`config.mk`:
```
export PLATFORM = sky130hd
export DESIGN_NAME = apb_master
export DESIGN_NICKNAME = d
export VERILOG_FILES = /design/src/rtl/apb_pkg.sv /design/src/rtl/apb_wait_timer.sv /design/src/rtl/apb_master.sv
export SDC_FILE = /design/constraint.sdc
export NUM_CORES = 1
export LEC_CHECK = 0
export CORE_UTILIZATION = 44
export CTS_BUF_LIST = sky130_fd_sc_hd__clkbuf_8
export CTS_CLUSTER_DIAMETER = 40
export CTS_CLUSTER_SIZE = 40
export DETAILED_ROUTE_END_ITERATION = 10
export PLACE_DENSITY = 0.8
export SLEW_MARGIN = 10
export SYNTH_ARGS = -nofsm -noshare
export SYNTH_HDL_FRONTEND = slang
export SYNTH_SLANG_ARGS = --single-unit
```
`constraint.sdc`:
```
create_clock -name clk_i -period 2.55 [get_ports clk_i]
set_input_delay 0.255 -clock clk_i [delete_from_list [all_inputs] [get_ports clk_i]]
set_output_delay 0.255 -clock clk_i [all_outputs]
set_load 0.02 [all_outputs]
```
`src/rtl/apb_pkg.sv`:
```
// Shared definitions for the host-side APB initiator: FSM state encoding and the
// accelerator's register map as seen from the bus.
package apb_pkg;

    typedef enum logic [2:0] {
        ST_IDLE    = 3'd0,
        ST_SETUP   = 3'd1,
        ST_ACCESS  = 3'd2,
        ST_BACKOFF = 3'd3,
        ST_RESP    = 3'd4
    } apb_state_t;

    // Accelerator register offsets (byte addresses)
    localparam logic [7:0] REG_CONTROL   = 8'h00;
    localparam logic [7:0] REG_OPERAND_A = 8'h04;
    localparam logic [7:0] REG_OPERAND_B = 8'h08;
    localparam logic [7:0] REG_FLAGS     = 8'h0C;
    localparam logic [7:0] REG_SP_FIRST  = 8'h10;
    localparam logic [7:0] REG_SP_LAST   = 8'h1C;

    // Operand row select lives in addr[6:5]
    localparam int OPROW_LSB = 5;
    localparam int OPROW_MSB = 6;

    localparam logic [3:0] RETRY_SAT = 4'd15;

endpackage

```
`src/rtl/apb_wait_timer.sv`:
```
// Loadable saturating down-counter shared by the ACCESS timeout and the BACKOFF delay.
// expired is high whenever the count is zero; load takes priority over count.
module apb_wait_timer #(
    parameter int WIDTH = 7
) (
    input  logic             clk,
    input  logic             rst_n,
    input  logic             load,
    input  logic [WIDTH-1:0] value,
    input  logic             count,
    output logic             expired
);

    logic [WIDTH-1:0] cnt_q;

    always_ff @(posedge clk or negedge rst_n) begin
        if (!rst_n) begin
            cnt_q <= '0;
        end else if (load) begin
            cnt_q <= value;
        end else if (count && (cnt_q != '0)) begin
            cnt_q <= cnt_q - 1'b1;
        end
    end

    assign expired = (cnt_q == '0);

endmodule

```
`src/rtl/apb_master.sv`:
```
// Command-driven APB initiator: accept -> SETUP -> ACCESS (+1 cycle per wait state) -> response,
// with PSLVERR retry/backoff and ACCESS timeout; cmd_ready_o stays low until the response is taken.
module apb_master
    import apb_pkg::*;
#(
    parameter int  DATA_WIDTH     = 8,
    parameter int  BUS_WIDTH      = 32,
    parameter int  ADDR_WIDTH     = 16,
    parameter int  TIMEOUT_CYCLES = 64,
    parameter int  RETRY_MAX      = 2,
    parameter int  BACKOFF_CYCLES = 4,
    localparam int STRB_WIDTH     = BUS_WIDTH / DATA_WIDTH
) (
    input  logic                  clk_i,
    input  logic                  rst_n_i,

    input  logic                  cmd_valid_i,
    output logic                  cmd_ready_o,
    input  logic                  cmd_write_i,
    input  logic [ADDR_WIDTH-1:0] cmd_addr_i,
    input  logic [BUS_WIDTH-1:0]  cmd_wdata_i,
    input  logic [STRB_WIDTH-1:0] cmd_strb_i,

    output logic                  rsp_valid_o,
    input  logic                  rsp_ready_i,
    output logic [BUS_WIDTH-1:0]  rsp_rdata_o,
    output logic                  rsp_err_o,
    output logic                  rsp_timeout_o,
    output logic [3:0]            rsp_retries_o,

    output logic                  psel_o,
    output logic                  penable_o,
    output logic                  pwrite_o,
    output logic [ADDR_WIDTH-1:0] paddr_o,
    output logic [BUS_WIDTH-1:0]  pwdata_o,
    output logic [STRB_WIDTH-1:0] pstrb_o,
    input  logic                  pready_i,
    input  logic                  pslverr_i,
    input  logic [BUS_WIDTH-1:0]  prdata_i
);

    localparam int TMR_MAX = (TIMEOUT_CYCLES > BACKOFF_CYCLES) ? TIMEOUT_CYCLES : BACKOFF_CYCLES;
    localparam int TMR_W   = (TMR_MAX > 1) ? $clog2(TMR_MAX) : 1;
    localparam bit TO_EN   = (TIMEOUT_CYCLES > 0);

    // The timer holds "cycles remaining minus one", so expired marks the last allowed cycle
    localparam logic [TMR_W-1:0] TO_LOAD   = TO_EN ? TMR_W'(TIMEOUT_CYCLES - 1) : '0;
    localparam logic [TMR_W-1:0] BO_LOAD   = TMR_W'(BACKOFF_CYCLES - 1);
    localparam logic [3:0]       RETRY_LIM = 4'(RETRY_MAX);

    apb_state_t       state_q, state_d;
    logic             accept;
    logic             done_ok, done_err, done_to, retry;
    logic             tmr_load, tmr_count, tmr_expired;
    logic [TMR_W-1:0] tmr_value;

    apb_wait_timer #(
        .WIDTH (TMR_W)
    ) u_timer (
        .clk     (clk_i),
        .rst_n   (rst_n_i),
        .load    (tmr_load),
        .value   (tmr_value),
        .count   (tmr_count),
        .expired (tmr_expired)
    );

    always_ff @(posedge clk_i or negedge rst_n_i) begin
        if (!rst_n_i) begin
            state_q <= ST_IDLE;
        end else begin
            state_q <= state_d;
        end
    end

    always_comb begin
        state_d   = state_q;
        accept    = 1'b0;
        done_ok   = 1'b0;
        done_err  = 1'b0;
        done_to   = 1'b0;
        retry     = 1'b0;
        tmr_load  = 1'b0;
        tmr_value = TO_LOAD;
        tmr_count = 1'b0;

        case (state_q)
            ST_IDLE: begin
                if (cmd_valid_i && cmd_ready_o) begin
                    accept  = 1'b1;
                    state_d = ST_SETUP;
                end
            end
            ST_SETUP: begin
                state_d   = ST_ACCESS;
                tmr_load  = 1'b1;
                tmr_value = TO_LOAD;
            end
            ST_ACCESS: begin
                // PSLVERR counts as completion even without PREADY: the accelerator signals busy this way
                if (pslverr_i) begin
                    if (rsp_retries_o < RETRY_LIM) begin
                        retry     = 1'b1;
                        state_d   = ST_BACKOFF;
                        tmr_load  = 1'b1;
                        tmr_value = BO_LOAD;
                    end else begin
                        done_err = 1'b1;
                        state_d  = ST_RESP;
                    end
                end else if (pready_i) begin
                    done_ok = 1'b1;
                    state_d = ST_RESP;
                end else if (TO_EN && tmr_expired) begin
                    done_to = 1'b1;
                    state_d = ST_RESP;
                end else begin
                    tmr_count = 1'b1;
                end
            end
            ST_BACKOFF: begin
                if (tmr_expired) begin
                    state_d = ST_SETUP;
                end else begin
                    tmr_count = 1'b1;
                end
            end
            ST_RESP: begin
                if (rsp_ready_i) begin
                    state_d = ST_IDLE;
                end
            end
            default: state_d = ST_IDLE;
        endcase
    end

    // All outputs are registered; bus controls are decoded from the next state
    always_ff @(posedge clk_i or negedge rst_n_i) begin
        if (!rst_n_i) begin
            cmd_ready_o   <= 1'b0;
            rsp_valid_o   <= 1'b0;
            rsp_rdata_o   <= '0;
            rsp_err_o     <= 1'b0;
            rsp_timeout_o <= 1'b0;
            rsp_retries_o <= '0;
            psel_o        <= 1'b0;
            penable_o     <= 1'b0;
            pwrite_o      <= 1'b0;
            paddr_o       <= '0;
            pwdata_o      <= '0;
            pstrb_o       <= '0;
        end else begin
            cmd_ready_o <= (state_d == ST_IDLE);
            rsp_valid_o <= (state_d == ST_RESP);
            psel_o      <= (state_d == ST_SETUP) || (state_d == ST_ACCESS);
            penable_o   <= (state_d == ST_ACCESS);

            if (accept) begin
                pwrite_o      <= cmd_write_i;
                paddr_o       <= cmd_addr_i;
                pwdata_o      <= cmd_wdata_i;
                pstrb_o       <= cmd_write_i ? cmd_strb_i : '0;
                rsp_retries_o <= '0;
                rsp_err_o     <= 1'b0;
                rsp_timeout_o <= 1'b0;
                rsp_rdata_o   <= '0;
            end

            if (retry && (rsp_retries_o != RETRY_SAT)) begin
                rsp_retries_o <= rsp_retries_o + 4'd1;
            end

            if (done_ok) begin
                rsp_err_o     <= 1'b0;
                rsp_timeout_o <= 1'b0;
                rsp_rdata_o   <= pwrite_o ? '0 : prdata_i;
            end

            if (done_err || done_to) begin
                rsp_err_o     <= 1'b1;
                rsp_timeout_o <= done_to;
                rsp_rdata_o   <= '0;
            end
        end
    end

endmodule
```
==> impl_results.md <==
- Commonest non-fill, non-tap cells in the layout: nand2_1, clkdlybuf4s50_1, dfrtp_1, a32oi_1, o21ai_0
- Clk pwr share: 0.140
- Worst-path clk slew: 0.09 ns
- Period utilization: 0.850
- Layout area overhead: 50.7%
- Ys async rst share: 1.00
- Post-CTS setup buffers: 0
- Combinational share of power: 0.508
- Gr usage total: 0.236
- RSZ-0062 raised after global routing: no
- Status: finished clean
- TNS Setup: 0 ns
- CTS Buf Count: 9
- Largest net degree at the start of global routing: 70
- Die area: 10400 um^2
- Arrival @ worst endpoint: 2.44 ns
- DP HPWL: 8040 um
- Sink Count: 104
- Final hold viol count: 0
- Die Y: 102 um
- Starting density of the core: 0.452
- # rows: 36
- WHS Path Cells: 3
- Post-route minimum period: 2.17 ns
- Gp weighted congestion: 0.839
- PwrDens: 1270 nW/um^2
- Synth Net Count: 560
- Part of the Yosys area used for sequential elements: 0.592
- Worst Hold End: paddr_o[4]$_DFFE_PN0P_
- ANT cells: 0
- Slew HR: 0.233
- Leak: 3.00 nW
- Register area: 2600 um^2
- Yosys warns: 0
- Routed length per instance: 15.0 um
- Multi-input gate area: 1660 um^2
- CTS H-tree lvls: 3
- First-pass GRT wire length: 19000 um
- Number of DRC markers in iteration 0: 146
- Max Clk Rate: 0.461 GHz
- Pins Over Slew Limit: 0
- Maxcap violations: 0
- Slew of the pin with the lowest slew margin: 1.15 ns
- Synth unique cells: 44
- Syn_area_per_cell: 9.44 um^2
- Root Driver: clkbuf_8
- Crit path capture type: register
- Top-Level Pins: 186
- CP Launch Type: register
- Cell area after synthesis: 4400 um^2
- Vias in the first global route: 3996
- Max FO, Critical Path: 31
- R2r startpoint: state_q[2]$_DFF_PN0_
- Die X: 102 um
- TritonCTS clock tree: yes
- Detail Route Antenna Nets: 0
- Finished Core Util: 0.681
- Total Nets Final: 736
- Core Area: 9730 um^2
- IO Port Bufs: 185
- Total chip power: 8.41 mW
- Clk_lat worst skew: 0.36 ns
- Ratio of cells with drive above 1 in the final layout: 0.0481
- Hold Crit Class: input pin to register
- Worst r2r path cells: 4
- Crit Path Class: register to register
- Final wirelength: 11700 um
- Worst Hold Launch: cmd_addr_i[4]
- Grt total ovfl: 0
- Drt first pass iters: 4
- Post-synth EDFFs: 0
- # fillers: 792
- # setup viols final: 0
- Final clock skew: 0.00587 ns
- Reg power frac: 0.352
- Clk buf depth: 2
- Int Power: 5.04 mW
- Reg2reg setup slack: 0.38 ns
- #FFs+latches synth: 104
- Post-synthesis cell count: 466
- CP Data Required Time: 2.82 ns
- Vias after detailed routing: 4046
- Commonest non-fill, non-tap cell in the layout: nand2_1
- Synth Flop Type: dfrtp_1
- Initial antenna violation count: 0
- Sw frac: 0.401
- NetSw: 3.37 mW
- Peak VDD IR: 0.674 mV
- DRC violations left: 0
- Vias per Instance: 5.20
- Worst R2R End: rsp_rdata_o[26]$_DFFE_PN0P_
[cell usage after synthesis, types with 2 or more instances]
cell | count | area share
a211oi_1 | 2 | 0.0034
a21oi_1 | 4 | 0.0046
a31oi_1 | 2 | 0.0028
a32oi_1 | 32 | 0.064
buf_1 | 3 | 0.0026
buf_2 | 5 | 0.0057
clkbuf_1 | 19 | 0.016
clkbuf_2 | 3 | 0.0034
dfrtp_1 | 104 | 0.59
ha_1 | 3 | 0.0085
inv_1 | 6 | 0.0051
nand2_1 | 191 | 0.16
nand3_1 | 8 | 0.0091
nand3b_1 | 2 | 0.0034
nor2_1 | 7 | 0.0060
nor2b_1 | 4 | 0.0057
nor3_1 | 4 | 0.0046
o211ai_1 | 4 | 0.0068
o21ai_0 | 29 | 0.033
o21ai_1 | 6 | 0.0068
o311ai_0 | 3 | 0.0060
or3_1 | 3 | 0.0043
[critical path, stage by stage, from the launching register on]
cell and delay, ns:
dfrtp_1 0.46, or3b_1 0.46, nor3_4 0.93, a32oi_1 0.08, o21ai_0 0.15
[power groups by stage]
stage / Clock [mW] / Combinational (mW) / Sequential (mW)
after floorplan: 0 / 1.46 / 3.76
after global placement: 0 / 4.17 / 2.95
after detailed placement: 0 / 4.30 / 2.98
after CTS: 1.20 / 4.32 / 2.96
after global routing: 1.26 / 4.67 / 3.06
final: 1.17 / 4.27 / 2.96
[registers in the layout, indices dropped and copies added (netlist names)]
name / count
rsp_retries_o: 4
rsp_err_o: 1
pwdata_o: 32
rsp_timeout_o: 1
state_q: 3
rsp_rdata_o: 32
pwrite_o: 1
pstrb_o: 4
psel_o: 1
u_timer.cnt_q: 6
rsp_valid_o: 1
paddr_o: 16
cmd_ready_o: 1
penable_o: 1
[routing by layer]
metal,vias up,GRT usage,share of wire
met2,145,0.367,0.48
met1,1950,0.300,0.41
li1,1934,-,-
met3,17,0.0896,0.096
met4,0,0.0868,0.015
met5,-,0,0
[cell type report]
class,instances,share of cell area
Clock inverter,5,0.0149
Timing Repair Buffer,195,0.294
Inverter,6,0.00340
Clock buffer,9,0.0187
Multi-Input combinational cell,326,0.251
Sequential cell,104,0.393
Tap cell,133,0.0251
[through the flow]
step / instances / area [um^2] / hold WS (ns) / worst slack [ns]
after floorplan: 466 / 4400 / -0.0406 / 0.707
after global placement: 763 / 6400 / 0.297 / 0.435
after detailed placement: 763 / 6400 / 0.305 / 0.303
after CTS: 778 / 6630 / 0.394 / 0.385
after global routing: 778 / 6630 / 0.392 / 0.153
final: 778 / 6630 / 0.413 / 0.381
[how the worst max path moves through the flow]
stage	start	to	slack (ns)	cells after the start
2_1_floorplan	u_timer.cnt_q[0]$_DFFE_PN0P_	rsp_rdata_o[10]$_DFFE_PN0P_	0.71	7
3_3_place_gp	pslverr_i	rsp_rdata_o[29]$_DFFE_PN0P_	0.44	5
4_1_cts	state_q[2]$_DFF_PN0_	rsp_rdata_o[20]$_DFFE_PN0P_	0.39	4
3_5_place_dp	pslverr_i	rsp_rdata_o[20]$_DFFE_PN0P_	0.30	5
5_1_grt	state_q[0]$_DFF_PN0_	rsp_rdata_o[9]$_DFFE_PN0P_	0.15	4
6_report	state_q[2]$_DFF_PN0_	rsp_rdata_o[26]$_DFFE_PN0P_	0.38	4
[cells by family after synthesis]
logic type / count (synthesis) / share of synthesized area
flops: 104 / 0.592
xor+xnor: 2 / 0.00398
buf+inv: 36 / 0.0330
simple gates: 233 / 0.224
compound gates: 88 / 0.139
fa+ha+maj: 3 / 0.00853
[repair_timing]
| item | in CTS | in global routing |
|---|---|---|
| gates resized for setup | 0 | 0 |
| hold buffers | 1 | 0 |
| endpoints found under the hold margin | 45 | 0 |
Power figures use the tool's default switching activity.
==> RTL edit 1: new RTL, config.mk and constraints unchanged <==
Change the parameter `BACKOFF_CYCLES` from 4 to 8.
--- a/src/rtl/apb_master.sv
+++ b/src/rtl/apb_master.sv
@@ -8,7 +8,7 @@
     parameter int  ADDR_WIDTH     = 16,
     parameter int  TIMEOUT_CYCLES = 64,
     parameter int  RETRY_MAX      = 2,
-    parameter int  BACKOFF_CYCLES = 4,
+    parameter int  BACKOFF_CYCLES = 8,
     localparam int STRB_WIDTH     = BUS_WIDTH / DATA_WIDTH
 ) (
     input  logic                  clk_i,
Formal check against the unedited RTL: not equivalent (Yosys sat finds a counterexample within 10 cycles, from zero or initial values and one cycle with rst_n_i low).
==> RTL edit 1 against the unedited design <==
- clock power fell by 10%
- count of clock-buffer cells in the layout rose by 2
- sequential cell count did not move
- combinational power rose by 2%
- total power fell by 0.66%
- synthesized area rose by 1.3%
- final area rose by 0.76%
- sequential power barely moved
- critical endpoint is now rsp_rdata_o[18]
- critical path depth rose by 1
- non-clock buffer count rose by 1
- global-route usage rose by 0.18 points
- setup slack improved by 70 ps
- wire length rose by 5.2%
==> RTL edit 1: results (changes against the unedited design) <==
[clocking]
clock_path_buffers = 2  ; unchanged
cts_hold_buf = 1  ; unchanged
cts_setup_buffers = 0  ; unchanged
cts-resized-gates = 0  ; unchanged
htreeDepth = 3  ; unchanged
clk_latency_ps = 360  ; about the same
cts_buffers = 9  ; unchanged
cts_root_buffer = clkbuf_8

[placed_design]
place_area_sq_um = 6460  ; +1.0%
dp_hpwl_um = 8870  ; +10%
gp_congestion = 0.891  ; +6.1%
port_buffers = 185  ; unchanged

[timing]
hold_viol_final = 0  ; unchanged
clock-skew-final_ps = 10.1  ; +4.28 ps
slew_headroom = 0.501  ; +0.268

[global_route]
grt_max_degree = 74  ; +5.7%
groute.usage.overall = 0.237  ; +0.00180
grt_antenna_before_repair = 0  ; unchanged
grt_pass1_wl_um = 19200  ; +0.95%
overflow = 0  ; unchanged
grt_pass1_vias = 4033  ; +0.93%

[pwr]
p_leak_nw = 3.03  ; +0.86%
ir_worst_vdd_uv = 613  ; -9.2%

[synthesis]
synth_commonest_cells = nand2_1 (194), dfrtp_1 (104), o21ai_0 (34)
ys_top_cells_by_area = dfrtp_1 (58%), nand2_1 (16%), a32oi_1 (6.1%)
yosysUniqueCellTypes = 47  ; +6.8%
ys_seq_area_frac = 0.584  ; -0.00780
async_reset_ff_frac = 1.00  ; unchanged
synthesis.nets = 567  ; +1.3%

[detailed_routing]
vias_per_cell = 5.24  ; +0.73%
post_drt_wl_per_cell_um = 15.6  ; +3.9%
drt-initial-drc-count = 166  ; +14%
drt_pre_antenna_iters = 4  ; unchanged

[finish]
fill_cells = 751  ; -5.2%
diodes = 0  ; unchanged
reg_top3 = pwdata_o (32), rsp_rdata_o (32), paddr_o (16)
layout-drive-gt1-share = 0.0580  ; +0.00995
fin_nets = 744  ; +1.1%

[critical_path]
rr_worst_depth = 5  ; +1
reg2reg_slack_ps = 450  ; +70 ps
worst-path-max-fanout = 31  ; unchanged
crit_arrival_ps = 2380  ; -60 ps
rr_endpoint = rsp_rdata_o[18]
timing.rr.start = state_q[2]

[min_path]
hp-class = in2async

[outcome]
status = completed

RTL edit 1: changes by cell type in the layout (fill, tap and decap cells not counted), moves of 3 or more:
cell and delta:
o311ai_0 -3, o21ai_0 +6, or3_1 -3, nand2_1 +3
o21ai_1 -3
RTL edit 1: kinds of logic (layout without fill, tap and decap cells):
family	count (synthesis)	in the layout	synth area share
AO/OA/AOI/OAI	92	92	0.146
XOR/XNOR	4	4	0.00786
adder cells (fa/ha/maj)	3	3	0.00842
buffers and inverters	37	219	0.0326
flip-flops	104	104	0.584
AND/OR/NAND/NOR	233	233	0.222
RTL edit 1: cell type report:
type                       count  area [sq um]  share of cell area
sequential                   104          2600               0.390
multi-input combinational    332          1720               0.257
clock inverter                 5          55.1             0.00824
timing repair buffer         196          1960               0.293
tap                          133           166              0.0249
inverter                       7          26.3             0.00393
clock buffer                  11           151              0.0227
RTL edit 1: metal layers:
| metal | vias up | track usage | wire [um] |
|---|---|---|---|
| li1 | 1960 | - | - |
| met1 | 2001 | 0.292 | 5020 |
| met2 | 147 | 0.388 | 5960 |
| met3 | 20 | 0.0793 | 1070 |
| met4 | 0 | 0.0912 | 244 |
| met5 | - | 0 | 0 |
RTL edit 1: critical path: stages, from the launching register on:
cell	delay [ps]
dfrtp_1	470
or3b_1	730
nor3_4	250
buf_4	340
a32oi_1	100
o21ai_0	110
RTL edit 1: worst max path at each step:
stage                       to             start
6_report       rsp_rdata_o[18]        state_q[2]
5_1_grt         rsp_rdata_o[5]        state_q[2]
4_1_cts         rsp_rdata_o[5]        state_q[2]
3_5_place_dp       cmd_ready_o         pslverr_i
3_3_place_gp       cmd_ready_o         pslverr_i
2_1_floorplan      cmd_ready_o  rsp_retries_o[2]
RTL edit 1: power by group:
group	internal [W]	switching (W)	total (W)
logic	0.00200	0.00235	0.00435
registers	0.00241	0.000542	0.00295
clock network	0.000504	0.000544	0.00105
RTL edit 1: per-stage QoR:
stage	util	setup slack, ps	hold WS (ps)	cells
CTS	0.683	436	371	788
finish	0.683	451	372	788
global placement	0.661	527	222	771
global route	0.683	294	397	788
detailed placement	0.661	465	228	771
floorplan	-	708	-40.6	473
==> RTL edit 2: new RTL, same settings <==
Made on the original files. Make the reset (`rst_n` and `rst_n_i`) synchronous in 3 clocked blocks.
--- a/src/rtl/apb_wait_timer.sv
+++ b/src/rtl/apb_wait_timer.sv
@@ -13,7 +13,7 @@
 
     logic [WIDTH-1:0] cnt_q;
 
-    always_ff @(posedge clk or negedge rst_n) begin
+    always_ff @(posedge clk) begin
         if (!rst_n) begin
             cnt_q <= '0;
         end else if (load) begin
--- a/src/rtl/apb_master.sv
+++ b/src/rtl/apb_master.sv
@@ -65,7 +65,7 @@
         .expired (tmr_expired)
     );
 
-    always_ff @(posedge clk_i or negedge rst_n_i) begin
+    always_ff @(posedge clk_i) begin
         if (!rst_n_i) begin
             state_q <= ST_IDLE;
         end else begin
@@ -135,7 +135,7 @@
     end
 
     // All outputs are registered; bus controls are decoded from the next state
-    always_ff @(posedge clk_i or negedge rst_n_i) begin
+    always_ff @(posedge clk_i) begin
         if (!rst_n_i) begin
             cmd_ready_o   <= 1'b0;
             rsp_valid_o   <= 1'b0;
Behaviour: differs if rst_n_i is asserted again (counterexample within 4 cycles, from zero or initial values and one cycle with rst_n_i low); with rst_n_i held inactive, the same outputs for 10 cycles.
==> RTL edit 2 against the unedited design <==
- final area is 10% lower
- clock skew is 4.3 ps higher
- highest routed layer unchanged
- critical path depth unchanged
- wire length fell by 7.9%
- critical path type unchanged
- critical endpoint is now u_timer.cnt_q[2]
- synthesized area decreased by 13%
- non-clock buffer count is 3 lower
- sequential cell count unchanged
- setup slack better by 360 ps
Power is not compared: it rests on default switching activity, and its combinational part moved more than twofold at a synthesized area within 25%.
==> RTL edit 2: results (changes against the unedited design) <==
[clocking]
cts_setup_buffers = 0  ; unchanged
clkTransAtPathRegs_ps = 100
clock_path_buffers = 2  ; unchanged
clk_latency_ps = 350
htreeDepth = 3  ; unchanged
cts_root_buffer = clkbuf_8
cts_buffers = 9  ; unchanged

[synthesis]
async_reset_ff_frac = 0  ; -1.00
synthesis.nets = 536  ; -4.3%
yosysUniqueCellTypes = 43  ; -2.3%
ys_seq_area_frac = 0.543  ; -0.0483
synth_commonest_cells = nand2_1 (108), dfxtp_1 (104), a21oi_1 (58)
ys_top_cells_by_area = dfxtp_1 (54%), nand2_1 (11%), a21oi_1 (7.6%)
ys_warn_count = 0  ; unchanged
ys.flop_type = dfxtp_1

[timing]
worst_pin_slew_ps = 554  ; -593 ps
clock-skew-final_ps = 10.2  ; +4.35 ps

[critical_path]
worst-path-max-fanout = 7  ; -77%
timing.rr.start = state_q[1]
rr_endpoint = u_timer.cnt_q[2]
rr_worst_depth = 4  ; unchanged
crit_arrival_ps = 2040  ; -400 ps
reg2reg_slack_ps = 740  ; +360 ps

[detailed_routing]
post_drt_wl_per_cell_um = 14.9  ; -1.1%
vias = 3775  ; -6.7%
drt-initial-drc-count = 155  ; +6.2%
drt_pre_antenna_iters = 4  ; unchanged

[min_path]
holdPathEnd = pwdata_o[25]
hp-class = in2reg
hold_start = cmd_wdata_i[25]

[placed_design]
place_area_sq_um = 5760  ; -10%
dp_hpwl_um = 7640  ; -5.0%
pre_cts_ws_ps = 616  ; +314 ps
port_buffers = 185  ; unchanged
gp_congestion = 0.823  ; -2.0%

[pwr]
p_sw_w = 0.000945
ir_worst_vdd_uv = 365
p_leak_nw = 2.09

[global_route]
groute.usage.overall = 0.231  ; -0.00470
grt_antenna_before_repair = 0  ; unchanged
grt_pass1_vias = 3498  ; -12%
grt_max_degree = 59  ; -16%
grt_pass1_wl_um = 16300  ; -14%

[outcome]
status = completed

[finish]
fin_nets = 707  ; -3.9%
reg_top3 = pwdata_o (32), rsp_rdata_o (32), paddr_o (16)
layout-drive-gt1-share = 0.0549  ; +0.00687
diodes = 0  ; unchanged
fill_cells = 650  ; -18%

## RTL edit 2: worst max path at each step
stage / start / end / slack (ps) / depth (start not counted)
2_1_floorplan: state_q[1] / psel_o / 1020 / 5
5_1_grt: state_q[1] / u_timer.cnt_q[2] / 620 / 4
3_5_place_dp: pslverr_i / rsp_rdata_o[27] / 620 / 6
4_1_cts: state_q[1] / u_timer.cnt_q[2] / 740 / 4
3_3_place_gp: pslverr_i / psel_o / 660 / 6
6_report: state_q[1] / u_timer.cnt_q[2] / 740 / 4
## RTL edit 2: cell type report
cell class              count  area (sq um)  area share
well taps                 105           131      0.0221
multi-input cells         302          1590       0.267
clock inverters             7          65.1      0.0109
flip-flops and latches    104          2080       0.350
repair buffers            192          1940       0.326
inverters                   5          18.8     0.00316
clock buffers               9           124      0.0208
## RTL edit 2: stage by stage
stage                      util  hold slack (ps)  cells
after global placement    0.691              439    708
final                     0.713              438    724
after CTS                 0.713              427    724
after detailed placement  0.691              447    708
after floorplan               -              391    443
after global routing      0.713              424    724
## RTL edit 2: layer usage
| layer | GRT usage | part of all wire |
|---|---|---|
| met1 | 0.266 | 0.39 |
| met2 | 0.384 | 0.47 |
| met3 | 0.0965 | 0.12 |
| met4 | 0.0795 | 0.015 |
| met5 | 0 | 0 |
## RTL edit 2: critical path, stage by stage (launching register included)
cell      delay [ps]
dfxtp_1          430
nor3b_2          450
and3_1           420
a211oi_1         100
o31a_1           290
## RTL edit 2: power by group through the flow
stage               Clock (W)  Sequential (W)  Combinational [W]
floorplan                   0         0.00187           0.000270
global placement            0         0.00179           0.000685
detailed placement          0         0.00180           0.000694
CTS                   0.00101         0.00176           0.000699
global route          0.00107         0.00177           0.000752
finish               0.000986         0.00176           0.000695
## RTL edit 2: kinds of logic after synthesis
| group | share of synthesized area |
|---|---|
| AOI/OAI and AO/OA | 0.180 |
| buffers and inverters | 0.0467 |
| adders and majority gates | 0.00653 |
| and+or+nand+nor | 0.224 |
| DFF | 0.543 |
